==> config.mk <==
export PLATFORM = sky130hd
export DESIGN_NAME = conv_window_sched_flat
export DESIGN_NICKNAME = d
export VERILOG_FILES = /design/src/rtl/conv_window_sched_if.sv /design/src/rtl/conv_window_sched.sv /design/src/flat_wrapper.sv
export SDC_FILE = /design/constraint.sdc
export NUM_CORES = 1
export LEC_CHECK = 0
export ABC_AREA = 1
export BUFFER_PORTS_ARGS = -buffer_cell sky130_fd_sc_hd__buf_2
export CORE_MARGIN = 5
export CORE_UTILIZATION = 56
export DETAILED_ROUTE_END_ITERATION = 10
export PLACE_DENSITY = 0.86
export REMOVE_ABC_BUFFERS = 1
export SKIP_LAST_GASP = 1
export SLEW_MARGIN = 20
export SYNTH_ARGS = -nofsm -noshare
export SYNTH_HDL_FRONTEND = slang
export SYNTH_SLANG_ARGS = --single-unit
==> constraint.sdc <==
create_clock -name clk -period 5.42 [get_ports clk]
set_input_delay 1.084 -clock clk [delete_from_list [all_inputs] [get_ports clk]]
set_output_delay 1.084 -clock clk [all_outputs]
set_load 0.02 [all_outputs]
==> src/rtl/conv_window_sched_if.sv <==
// conv_window_sched_if
//   Bundles the signals between the pixel loader / downstream consumer and
//   the 3x3 convolution window scheduler.
//
//   Handshake rules (all sampled on the rising edge of clk):
//     pixel : a pixel transfers on every cycle where pix_valid & pix_ready.
//             The loader may raise or drop pix_valid freely. pix_ready is
//             only high while the scheduler is filling or streaming.
//     window: win_valid marks a valid 3x3 window with out_row/out_col.
//             When BACKPRESSURE_EN is defined, the window transfers on
//             win_valid & win_ready, and win_valid/out_row/out_col stay
//             stable until that happens. Without the macro, win_valid is a
//             single-cycle pulse and the consumer is always ready.
//
//   Optional feature macro: BACKPRESSURE_EN (adds win_ready).
//
//   Modports:
//     master : loader / consumer side (drives start, cfg_*, pix_valid, win_ready)
//     slave  : scheduler side (drives pix_ready, FIFO strobes, window, status)
//   state_dbg exposes the scheduler FSM state for checkers.

interface conv_window_sched_if #(
  parameter int DIM_W    = 5,
  parameter int STRIDE_W = 3
);
  logic                start;
  logic [DIM_W-1:0]    cfg_row_len;
  logic [DIM_W-1:0]    cfg_col_len;
  logic [STRIDE_W-1:0] cfg_stride;
  logic                pix_valid;
  logic                pix_ready;
  logic                ff_rst;
  logic                ff_wen;
  logic                ff_ren;
  logic                win_valid;
  logic [DIM_W-1:0]    out_row;
  logic [DIM_W-1:0]    out_col;
  logic                busy;
  logic                done;
  logic                cfg_err;
  logic [2:0]          state_dbg;
`ifdef BACKPRESSURE_EN
  logic                win_ready;

  modport master (
    output start, cfg_row_len, cfg_col_len, cfg_stride, pix_valid, win_ready,
    input  pix_ready, ff_rst, ff_wen, ff_ren, win_valid, out_row, out_col,
           busy, done, cfg_err, state_dbg
  );

  modport slave (
    input  start, cfg_row_len, cfg_col_len, cfg_stride, pix_valid, win_ready,
    output pix_ready, ff_rst, ff_wen, ff_ren, win_valid, out_row, out_col,
           busy, done, cfg_err, state_dbg
  );
`else
  modport master (
    output start, cfg_row_len, cfg_col_len, cfg_stride, pix_valid,
    input  pix_ready, ff_rst, ff_wen, ff_ren, win_valid, out_row, out_col,
           busy, done, cfg_err, state_dbg
  );

  modport slave (
    input  start, cfg_row_len, cfg_col_len, cfg_stride, pix_valid,
    output pix_ready, ff_rst, ff_wen, ff_ren, win_valid, out_row, out_col,
           busy, done, cfg_err, state_dbg
  );
`endif
endinterface

==> src/rtl/conv_window_sched.sv <==
// conv_window_sched
//   Sequencing controller for the 3x3 convolution line-buffer FIFO. Accepts a
//   raster pixel stream, drives the FIFO clear/write/read strobes, tracks the
//   input row/column position and flags every stride-aligned 3x3 window with
//   its output-map coordinates. One frame is processed per start pulse.
//
//   Ports:
//     clk : system clock, rising edge
//     rst : asynchronous active-high reset
//     bus : conv_window_sched_if.slave
//           start, cfg_row_len, cfg_col_len, cfg_stride, pix_valid -> in
//           pix_ready, ff_rst, ff_wen, ff_ren, win_valid, out_row,
//           out_col, busy, done, cfg_err, state_dbg               -> out
//           win_ready -> in (only with BACKPRESSURE_EN)
//
//   Optional feature macro: BACKPRESSURE_EN. When defined, a window that is
//   not taken (win_ready low) is held and the pixel stream is stalled until
//   it is taken; done is reported together with the final window transfer.

module conv_window_sched #(
  parameter int DIM_W    = 5,
  parameter int STRIDE_W = 3
) (
  input  logic               clk,
  input  logic               rst,
  conv_window_sched_if.slave bus
);

  typedef enum logic [2:0] {
    S_IDLE   = 3'd0,
    S_CLEAR  = 3'd1,
    S_FILL   = 3'd2,
    S_STREAM = 3'd3,
    S_DONE   = 3'd4
  } state_t;

  state_t           state;

  // Latched frame configuration
  logic [DIM_W-1:0] row_len;
  logic [DIM_W-1:0] col_len;
  logic             stride2;

  // Input position and line-fill progress
  logic [DIM_W-1:0] in_row;
  logic [DIM_W-1:0] in_col;
  logic [DIM_W:0]   fill_cnt;

  // Stride phase of the current row/column; 0 means stride-aligned.
  logic             phase_r;
  logic             phase_c;

  // Output-map coordinates the next aligned window will carry.
  logic [DIM_W-1:0] orow_cnt;
  logic [DIM_W-1:0] ocol_cnt;

  // Registered outputs
  logic             win_valid_r;
  logic [DIM_W-1:0] out_row_r;
  logic [DIM_W-1:0] out_col_r;
  logic             done_r;
  logic             cfg_err_r;
  logic             ff_rst_r;

  logic             cfg_legal;
  logic             hold;
  logic             pix_ready_c;
  logic             accept;
  logic             col_wrap;
  logic             last_pix;
  logic             col_hit;
  logic             row_hit;
  logic             win_hit;
  logic [DIM_W-1:0] col_nxt;
  logic [DIM_W-1:0] row_nxt;
  logic [DIM_W:0]   fill_nxt;

  assign cfg_legal = (bus.cfg_row_len >= DIM_W'(3)) &&
                     (bus.cfg_col_len >= DIM_W'(3)) &&
                     ((bus.cfg_stride == STRIDE_W'(1)) ||
                      (bus.cfg_stride == STRIDE_W'(2)));

  // A pending, untaken window freezes the pixel side.
`ifdef BACKPRESSURE_EN
  assign hold = win_valid_r & ~bus.win_ready;
`else
  assign hold = 1'b0;
`endif

  assign pix_ready_c = ((state == S_FILL) || (state == S_STREAM)) && !hold;
  assign accept      = bus.pix_valid & pix_ready_c;

  assign col_nxt  = in_col + DIM_W'(1);
  assign row_nxt  = in_row + DIM_W'(1);
  assign fill_nxt = fill_cnt + (DIM_W+1)'(1);
  assign col_wrap = (in_col == row_len - DIM_W'(1));
  assign last_pix = col_wrap && (in_row == col_len - DIM_W'(1));

  // The bottom-right pixel of a window sits at column/row >= 2 on an
  // aligned phase; decided on the position before this accept's update.
  assign col_hit = (in_col >= DIM_W'(2)) && !phase_c;
  assign row_hit = (in_row >= DIM_W'(2)) && !phase_r;
  assign win_hit = accept && col_hit && row_hit;

  always_ff @(posedge clk or posedge rst) begin
    if (rst) begin
      state       <= S_IDLE;
      row_len     <= '0;
      col_len     <= '0;
      stride2     <= 1'b0;
      in_row      <= '0;
      in_col      <= '0;
      fill_cnt    <= '0;
      phase_r     <= 1'b0;
      phase_c     <= 1'b0;
      orow_cnt    <= '0;
      ocol_cnt    <= '0;
      win_valid_r <= 1'b0;
      out_row_r   <= '0;
      out_col_r   <= '0;
      done_r      <= 1'b0;
      cfg_err_r   <= 1'b0;
      ff_rst_r    <= 1'b0;
    end else begin
      cfg_err_r <= 1'b0;
      ff_rst_r  <= 1'b0;

      // Window register: load on a hit, otherwise hold while stalled
      // downstream, otherwise drop.
      if (win_hit) begin
        win_valid_r <= 1'b1;
        out_row_r   <= orow_cnt;
        out_col_r   <= ocol_cnt;
      end else if (!hold) begin
        win_valid_r <= 1'b0;
      end

      // Position, phase and output-coordinate counters move only on accept.
      if (accept) begin
        if (col_wrap) begin
          in_col   <= '0;
          phase_c  <= 1'b0;
          ocol_cnt <= '0;
          in_row   <= row_nxt;
          phase_r  <= (row_nxt == DIM_W'(2)) ? 1'b0 : (phase_r ^ stride2);
          if (row_hit) begin
            orow_cnt <= orow_cnt + DIM_W'(1);
          end
        end else begin
          in_col  <= col_nxt;
          phase_c <= (col_nxt == DIM_W'(2)) ? 1'b0 : (phase_c ^ stride2);
          if (col_hit) begin
            ocol_cnt <= ocol_cnt + DIM_W'(1);
          end
        end
      end

      case (state)
        S_IDLE: begin
          if (bus.start) begin
            if (cfg_legal) begin
              row_len  <= bus.cfg_row_len;
              col_len  <= bus.cfg_col_len;
              stride2  <= (bus.cfg_stride == STRIDE_W'(2));
              ff_rst_r <= 1'b1;
              state    <= S_CLEAR;
            end else begin
              cfg_err_r <= 1'b1;
            end
          end
        end

        S_CLEAR: begin
          in_row   <= '0;
          in_col   <= '0;
          fill_cnt <= '0;
          phase_r  <= 1'b0;
          phase_c  <= 1'b0;
          orow_cnt <= '0;
          ocol_cnt <= '0;
          state    <= S_FILL;
        end

        // Two full lines must be in the FIFO before reads start.
        S_FILL: begin
          if (accept) begin
            fill_cnt <= fill_nxt;
            if (fill_nxt == {row_len, 1'b0}) begin
              state <= S_STREAM;
            end
          end
        end

        S_STREAM: begin
          if (accept && last_pix) begin
            done_r <= 1'b1;
            state  <= S_DONE;
          end
        end

        // done_r is masked while the final window waits downstream, so the
        // visible pulse lands on the cycle that window is taken.
        S_DONE: begin
          if (!hold) begin
            done_r <= 1'b0;
            state  <= S_IDLE;
          end
        end

        default: begin
          state <= S_IDLE;
        end
      endcase
    end
  end

  assign bus.pix_ready = pix_ready_c;
  assign bus.ff_wen    = accept;
  assign bus.ff_ren    = accept && (state == S_STREAM);
  assign bus.ff_rst    = ff_rst_r;
  assign bus.win_valid = win_valid_r;
  assign bus.out_row   = out_row_r;
  assign bus.out_col   = out_col_r;
  assign bus.busy      = (state != S_IDLE);
  assign bus.done      = done_r & ~hold;
  assign bus.cfg_err   = cfg_err_r;
  assign bus.state_dbg = state;

endmodule

==> src/flat_wrapper.sv <==
// flat-port wrapper written by rule: the top's interface ports become plain ports
module conv_window_sched_flat 
#(
  parameter int DIM_W    = 5,
  parameter int STRIDE_W = 3
)
  (clk, rst, bus_start, bus_cfg_row_len, bus_cfg_col_len, bus_cfg_stride, bus_pix_valid, bus_pix_ready, bus_ff_rst, bus_ff_wen, bus_ff_ren, bus_win_valid, bus_out_row, bus_out_col, bus_busy, bus_done, bus_cfg_err, bus_state_dbg);
  conv_window_sched_if #(.DIM_W(DIM_W), .STRIDE_W(STRIDE_W)) bus_i ();
  input  logic clk;
  input  logic rst;
  input wire logic [$bits(bus_i.start)-1:0] bus_start;
  input wire logic [$bits(bus_i.cfg_row_len)-1:0] bus_cfg_row_len;
  input wire logic [$bits(bus_i.cfg_col_len)-1:0] bus_cfg_col_len;
  input wire logic [$bits(bus_i.cfg_stride)-1:0] bus_cfg_stride;
  input wire logic [$bits(bus_i.pix_valid)-1:0] bus_pix_valid;
  output wire logic [$bits(bus_i.pix_ready)-1:0] bus_pix_ready;
  output wire logic [$bits(bus_i.ff_rst)-1:0] bus_ff_rst;
  output wire logic [$bits(bus_i.ff_wen)-1:0] bus_ff_wen;
  output wire logic [$bits(bus_i.ff_ren)-1:0] bus_ff_ren;
  output wire logic [$bits(bus_i.win_valid)-1:0] bus_win_valid;
  output wire logic [$bits(bus_i.out_row)-1:0] bus_out_row;
  output wire logic [$bits(bus_i.out_col)-1:0] bus_out_col;
  output wire logic [$bits(bus_i.busy)-1:0] bus_busy;
  output wire logic [$bits(bus_i.done)-1:0] bus_done;
  output wire logic [$bits(bus_i.cfg_err)-1:0] bus_cfg_err;
  output wire logic [$bits(bus_i.state_dbg)-1:0] bus_state_dbg;
  assign bus_i.start = bus_start;
  assign bus_i.cfg_row_len = bus_cfg_row_len;
  assign bus_i.cfg_col_len = bus_cfg_col_len;
  assign bus_i.cfg_stride = bus_cfg_stride;
  assign bus_i.pix_valid = bus_pix_valid;
  assign bus_pix_ready = bus_i.pix_ready;
  assign bus_ff_rst = bus_i.ff_rst;
  assign bus_ff_wen = bus_i.ff_wen;
  assign bus_ff_ren = bus_i.ff_ren;
  assign bus_win_valid = bus_i.win_valid;
  assign bus_out_row = bus_i.out_row;
  assign bus_out_col = bus_i.out_col;
  assign bus_busy = bus_i.busy;
  assign bus_done = bus_i.done;
  assign bus_cfg_err = bus_i.cfg_err;
  assign bus_state_dbg = bus_i.state_dbg;
  conv_window_sched #(.DIM_W(DIM_W), .STRIDE_W(STRIDE_W)) u_core (.clk(clk), .rst(rst), .bus(bus_i));
endmodule
Word-level counts from Yosys, hierarchy flattened
Index checks and enable logic that the tools add are counted.
{ "word_totals": {"regBits": 56, "output_inout_bits": 21, "in_bits": 17} }
{ "op_classes": {"n_eq_ne": 16, "magnitude_cmp": 4, "add_sub_neg": 7, "n_reduce_logical": 28, "bitwise": 3, "n_mux": 39} }
{ "op_table": {"columns": ["op", "count"], "rows": [
  ["5-bit 2-to-1 mux", 14],
  ["5-bit by 1-bit adder with 5-bit output, second input constant", 4],
  ["5-bit by 2-bit >= comparator with 1-bit output, second input constant", 4],
  ["1-bit 2-to-1 mux", 16],
  ["3-bit 2-to-1 mux", 5],
  ["3-bit case mux with 4 select lines", 1],
  ["6-bit case mux with 2 select lines", 1],
  ["5-bit by 2-bit equality test with 1-bit output, second input constant", 2],
  ["5-bit equality test", 2],
  ["2-bit nonzero test", 5],
  ["5-bit by 1-bit subtractor with 5-bit output, second input constant", 2],
  ["3-bit by 2-bit equality test with 1-bit output, second input constant", 3],
  ["1-bit logical AND", 9],
  ["2-bit AND reduction", 4],
  ["6-bit by 1-bit adder with 6-bit output, second input constant", 1],
  ["3-bit by 1-bit equality test with 1-bit output, second input constant", 2],
  ["6-bit equality test", 1],
  ["6-bit 2-to-1 mux", 1],
  ["2-bit != test, second input constant", 3],
  ["3-bit AND reduction", 2],
  ["3-bit nonzero test", 2],
  ["5-bit AND reduction", 1],
  ["2-bit by 1-bit != test with 1-bit output, second input constant", 2],
  ["3-bit equality test, second input constant", 1],
  ["6 further kinds", 9]
]} }

Logic depth before layout (Yosys ltp)
{ "depth": {"ltp_word": 6, "ltp_mapped": 15, "depth_no_buf": 15} }

Worst setup path before layout
No wires, ideal clock.
{ "synth_path": {"path_type": "input to output", "start": "in bus_pix_valid", "end": "out bus_ff_ren", "t_required_ns": 4.336, "slack_ns": 2.895, "cell_stages": 2, "arrival_time_ns": 1.441, "path_cell_list": "nand2_4 -> nor2_1"} }
{ "synth_between": {"elab_chain_cells": 2} }
{ "synth_lines": {"columns": ["item", "line_no", "text"], "rows": [
  ["start: declaration", "flat_wrapper.sv:15", "input wire logic [$bits(bus_i.pix_valid)-1:0] bus_pix_valid;"],
  ["1-bit bitwise AND", "conv_window_sched.sv:91", "assign accept = bus.pix_valid & pix_ready_c;"],
  ["1-bit logical AND", "conv_window_sched.sv:219", "assign bus.ff_ren = accept && (state == S_STREAM);"],
  ["end: declaration", "flat_wrapper.sv:19", "output wire logic [$bits(bus_i.ff_ren)-1:0] bus_ff_ren;"]
]} }
No other way between the ends.

Final worst setup path
Ends and elaborated chain as after synthesis.

==> impl.org <==
** Routing
- The pre-antenna-repair detailed-routing pass consisted of 4 iterations.
- The highest metal layer carrying signal wires in the routed design is met4.
- In the detailed route, the total length drawn on met2 is 3390 µm.
- Average via count per standard cell :: about 5.5
- In the final routed layout, each cell accounts on average for ~13 µm.
- Count of nets left with antenna violations after detail routing :: 0
- The detailed router put a total of 2860 µm of wire on met1.
- Wire segments on met3 add up to ~410 µm in the final route.
- Wires add up to ~6700 µm.
- Summing over every cut layer, the via total after detailed routing is roughly 2.8k.
- Drt initial violations :: approximately 280
- After detailed routing, the number of remaining DRC violations is 0.

** Status
- The run finished with clean final reports.

** Placement
- At the placement stage, the worst setup path has a slack of about 2.8 ns.
- Count of buffers inserted at the top-level ports :: 37
- Final weighted congestion in routability-driven placement :: between 0.9 and 1
- DP Wirelength :: 5010 µm
- Once placement completed, the tool counted placed cells totaling between 500 and 600.

** Finish
- Synth-to-Final Area Change :: 11.1%
- Most frequent standard cell in the layout excluding fill and tap cells :: sky130_fd_sc_hd__nand2_1
- The library cells used most frequently in the layout, excluding fill and tap cells, are 106 x sky130_fd_sc_hd__nand2_1, 56 x sky130_fd_sc_hd__dfrtp_1, 54 x sky130_fd_sc_hd__inv_1, 42 x sky130_fd_sc_hd__nand3_1, 37 x sky130_fd_sc_hd__buf_2.
- Post-layout utilization of the core :: 0.640
- Of the cells placed in the final design, the portion with a size suffix greater than 1 is 0.155.
- The count of cells in the finished layout, fillers not included, comes to approximately 500.
- In the final design database the tool counted about 470 nets.
- The number of antenna diodes in the final layout is 0.

** Synth
- Netlist cell types :: 33
- Synthesized-area fraction occupied by ao, oa, aoi and oai cells :: 0.0857
- Number of enable flip-flop cells after synthesis :: 0
- Of the total synthesized cell area, the portion taken by XOR and XNOR cells is 0.0389.
- Share of the synthesized area in the top cell type :: 0.444
- Library cell with the largest summed area after synthesis :: sky130_fd_sc_hd__dfrtp_1
- The Yosys step of the flow raised 0 warnings.
- In this run the cell area of the synthesized design comes to roughly 0.0032 mm².
- Of the total synthesized cell area, the portion taken by full adders, half adders and majority gates is 0.0437.
- Of the total synthesized cell area, the portion taken by AND, OR, NAND and NOR gates is 0.280.
- Instance count of the mapped netlist :: about 400
- Sequential element share of the synthesized area :: 0.444
- Among all flip-flop cells after synthesis, the most frequent one is sky130_fd_sc_hd__dfrtp_1.
- For this run, asynchronously set or reset flops after synthesis account for 1.00.
- Top post-synthesis cells by area :: sky130_fd_sc_hd__dfrtp_1 44%, sky130_fd_sc_hd__nand2_1 13%, sky130_fd_sc_hd__nand3_1 6.7%
- Mean area per synthesized cell :: between 7 and 8 µm²
- After synthesis, the largest family of logic cells by area is simple AND/OR/NAND/NOR gates.
- In this run, synthesis produced a sequential element count of 56.
- Fraction of synthesized area in multiplexers :: 0.0258

** Clock network
- Total clock sinks :: 56
- Clock latency on the worst-skew pair, taken at its later pin, is approximately 0.32 ns.
- After clock tree synthesis, the setup repair step added 0 buffers.
- Number of levels in the clock H-tree :: 2
- Clock transition time at the flip-flop clock pins of the worst setup and hold paths :: about 0.11 ns
- Number of gates given a new drive strength after cts :: 0
- TritonCTS created 5 clock buffers.
- TritonCTS built the clock tree.
- Hold repair after CTS inserted 0 buffers.
- Clock Tree Buf Depth :: 2
- Root Driver :: sky130_fd_sc_hd__clkbuf_8

** Timing
- Setup slack on the critical path of the routed design comes to around 2.8 ns.
- In this run the tightest slew margin relative to its limit is 0.541.
- The routed design could run at a clock period as short as 2.65 ns.
- Highest clock rate :: around 0.38 GHz
- Adding up every negative setup slack in the final design gives 0 ns.
- Worst-case clock skew :: roughly 0.01 ns
- For the pin with the worst max-slew slack, the measured transition is ~0.69 ns.
- Setup violations remaining at the end of the flow were counted as 0.
- Setup repair after global routing left no endpoint under its margin.
- The number of pins exceeding their max-slew limit in the final report was 0.
- The final count of hold timing violations came to 0.
- Dividing the final minimum period by the clock period gives 0.489.

** Floorplanning
- Total die area :: 0.00723 mm²
- Effective utilization at floorplan :: 0.576
- In this run the count of I/O pins placed on the die edge is 38.
- Width of the die :: around 85 µm
- Floorplan core area :: between 0.005 and 0.006 mm²
- The die is between 80 and 90 µm tall.
- After floorplanning, the core was divided into 27 placement rows.

** Global routing
- Entering global routing, the biggest net connects 57 pins.
- The first global-routing pass estimated approximately 12000 µm of wire.
- The initial antenna violation count is 0.
- Vias in the first global route :: 2846
- The total overflow left after global routing is 0.
- GRT Total Usage :: 0.200

** Worst setup path
- For the worst setup path, the data arrival time is between 1.5 and 2 ns.
- The worst setup path is captured at a primary output.
- By startpoint and endpoint, the worst setup path is classified as input port to primary output.
- Maximum fanout encountered on the critical timing path :: 5
- Worst path required time :: between 4 and 5 ns
- STA classifies the critical path startpoint as an input port.

** Power and ir drop
- Power density relative to cell area :: between 500 and 600 mW/mm²
- Peak supply drop :: between 0.0002 and 0.0003 V
- Leakage Power :: about 1.8 nW

** Run
- Across the run, the number of max-cap violations was 0.

** Worst hold path
- Hold Path Class :: flop to flop
## synth_stat cells (all sizes together), types with 2 or more instances
master	number
nand2	109
nor2	30
nand4	9
o31ai	2
o22ai	9
xor2	9
nor3	5
mux2	6
nand3	43
inv	59
ha	11
dfrtp	56
buf	4
o21ai	28
xnor2	5
a21oi	8
## metrics by stage
stage / total power, mW / instance area, µm² / hold WS [ns]
final: 1.80 / 3500 / 0.501
after global routing: 1.97 / 3500 / 0.539
after global placement: 1.51 / 3410 / 0.475
after detailed placement: 1.56 / 3410 / 0.478
after floorplan: 1.33 / 3120 / 0.479
after CTS: 1.81 / 3500 / 0.504
## registers in the layout, summed over array words and instances, names as in the netlist
signal and flops:
u_core.in_col 5, u_core.fill_cnt 6, u_core.bus.win_valid 1, u_core.bus.out_row 5, u_core.phase_c 1, u_core.bus.ff_rst 1
u_core.bus.state_dbg 3, u_core.row_len 5, u_core.phase_r 1, u_core.bus.cfg_err 1, u_core.orow_cnt 5, u_core.in_row 5
u_core.stride2 1, u_core.col_len 5, u_core.bus.done 1, u_core.ocol_cnt 5, u_core.bus.out_col 5
## critical path: stages
cell	delay (ns)
sky130_fd_sc_hd__buf_2	0.13
sky130_fd_sc_hd__nand2_4	0.09
sky130_fd_sc_hd__nor2_1	0.09
sky130_fd_sc_hd__buf_2	0.17
## layer usage
layer | vias to the layer above | track usage
met1 | 1328 | 0.245
met2 | 80 | 0.346
li1 | 1375 | -
met4 | 0 | 0.0734
met3 | 9 | 0.0447
met5 | - | 0
## power by group
| part | internal (mW) | switching (mW) | leakage (nW) |
|---|---|---|---|
| Sequential | 0.551 | 0.135 | 0.733 |
| Clock | 0.0953 | 0.149 | 0.0463 |
| Combinational | 0.304 | 0.570 | 1.06 |
## final timing paths
check	startpoint	cells past startpoint	slack (ns)	end
min in group asynchronous	rst	3	0.94	u_core.bus.done
setup reg to reg	u_core.row_len[0]	9	3.29	u_core.ocol_cnt[1]
hold reg to reg	u_core.bus.done	2	0.50	u_core.bus.done
hold / removal	u_core.bus.done	2	0.50	u_core.bus.done
setup / recovery	bus_pix_valid	4	2.77	bus_ff_ren
max in group asynchronous	rst	3	4.02	u_core.row_len[3]
## cell type report
cell class / count / area [µm²]
multi-input cells: 278 / 1490
well taps: 72 / 90.1
repair buffers: 38 / 193
clock inverters: 3 / 27.5
flip-flops and latches: 56 / 1400
clock buffers: 5 / 68.8
inverters: 60 / 229
fillers: 479 / 1970
## logic make-up (layout without fill, tap and decap cells)
logic type	count (synthesis)	after routing
AO/OA/AOI/OAI	49	49
XOR/XNOR	14	14
adder cells (fa/ha/maj)	11	11
buffers and inverters	64	106
flip-flops	56	56
multiplexers	7	7
AND/OR/NAND/NOR	197	197
(Power assumes the default switching activity.)
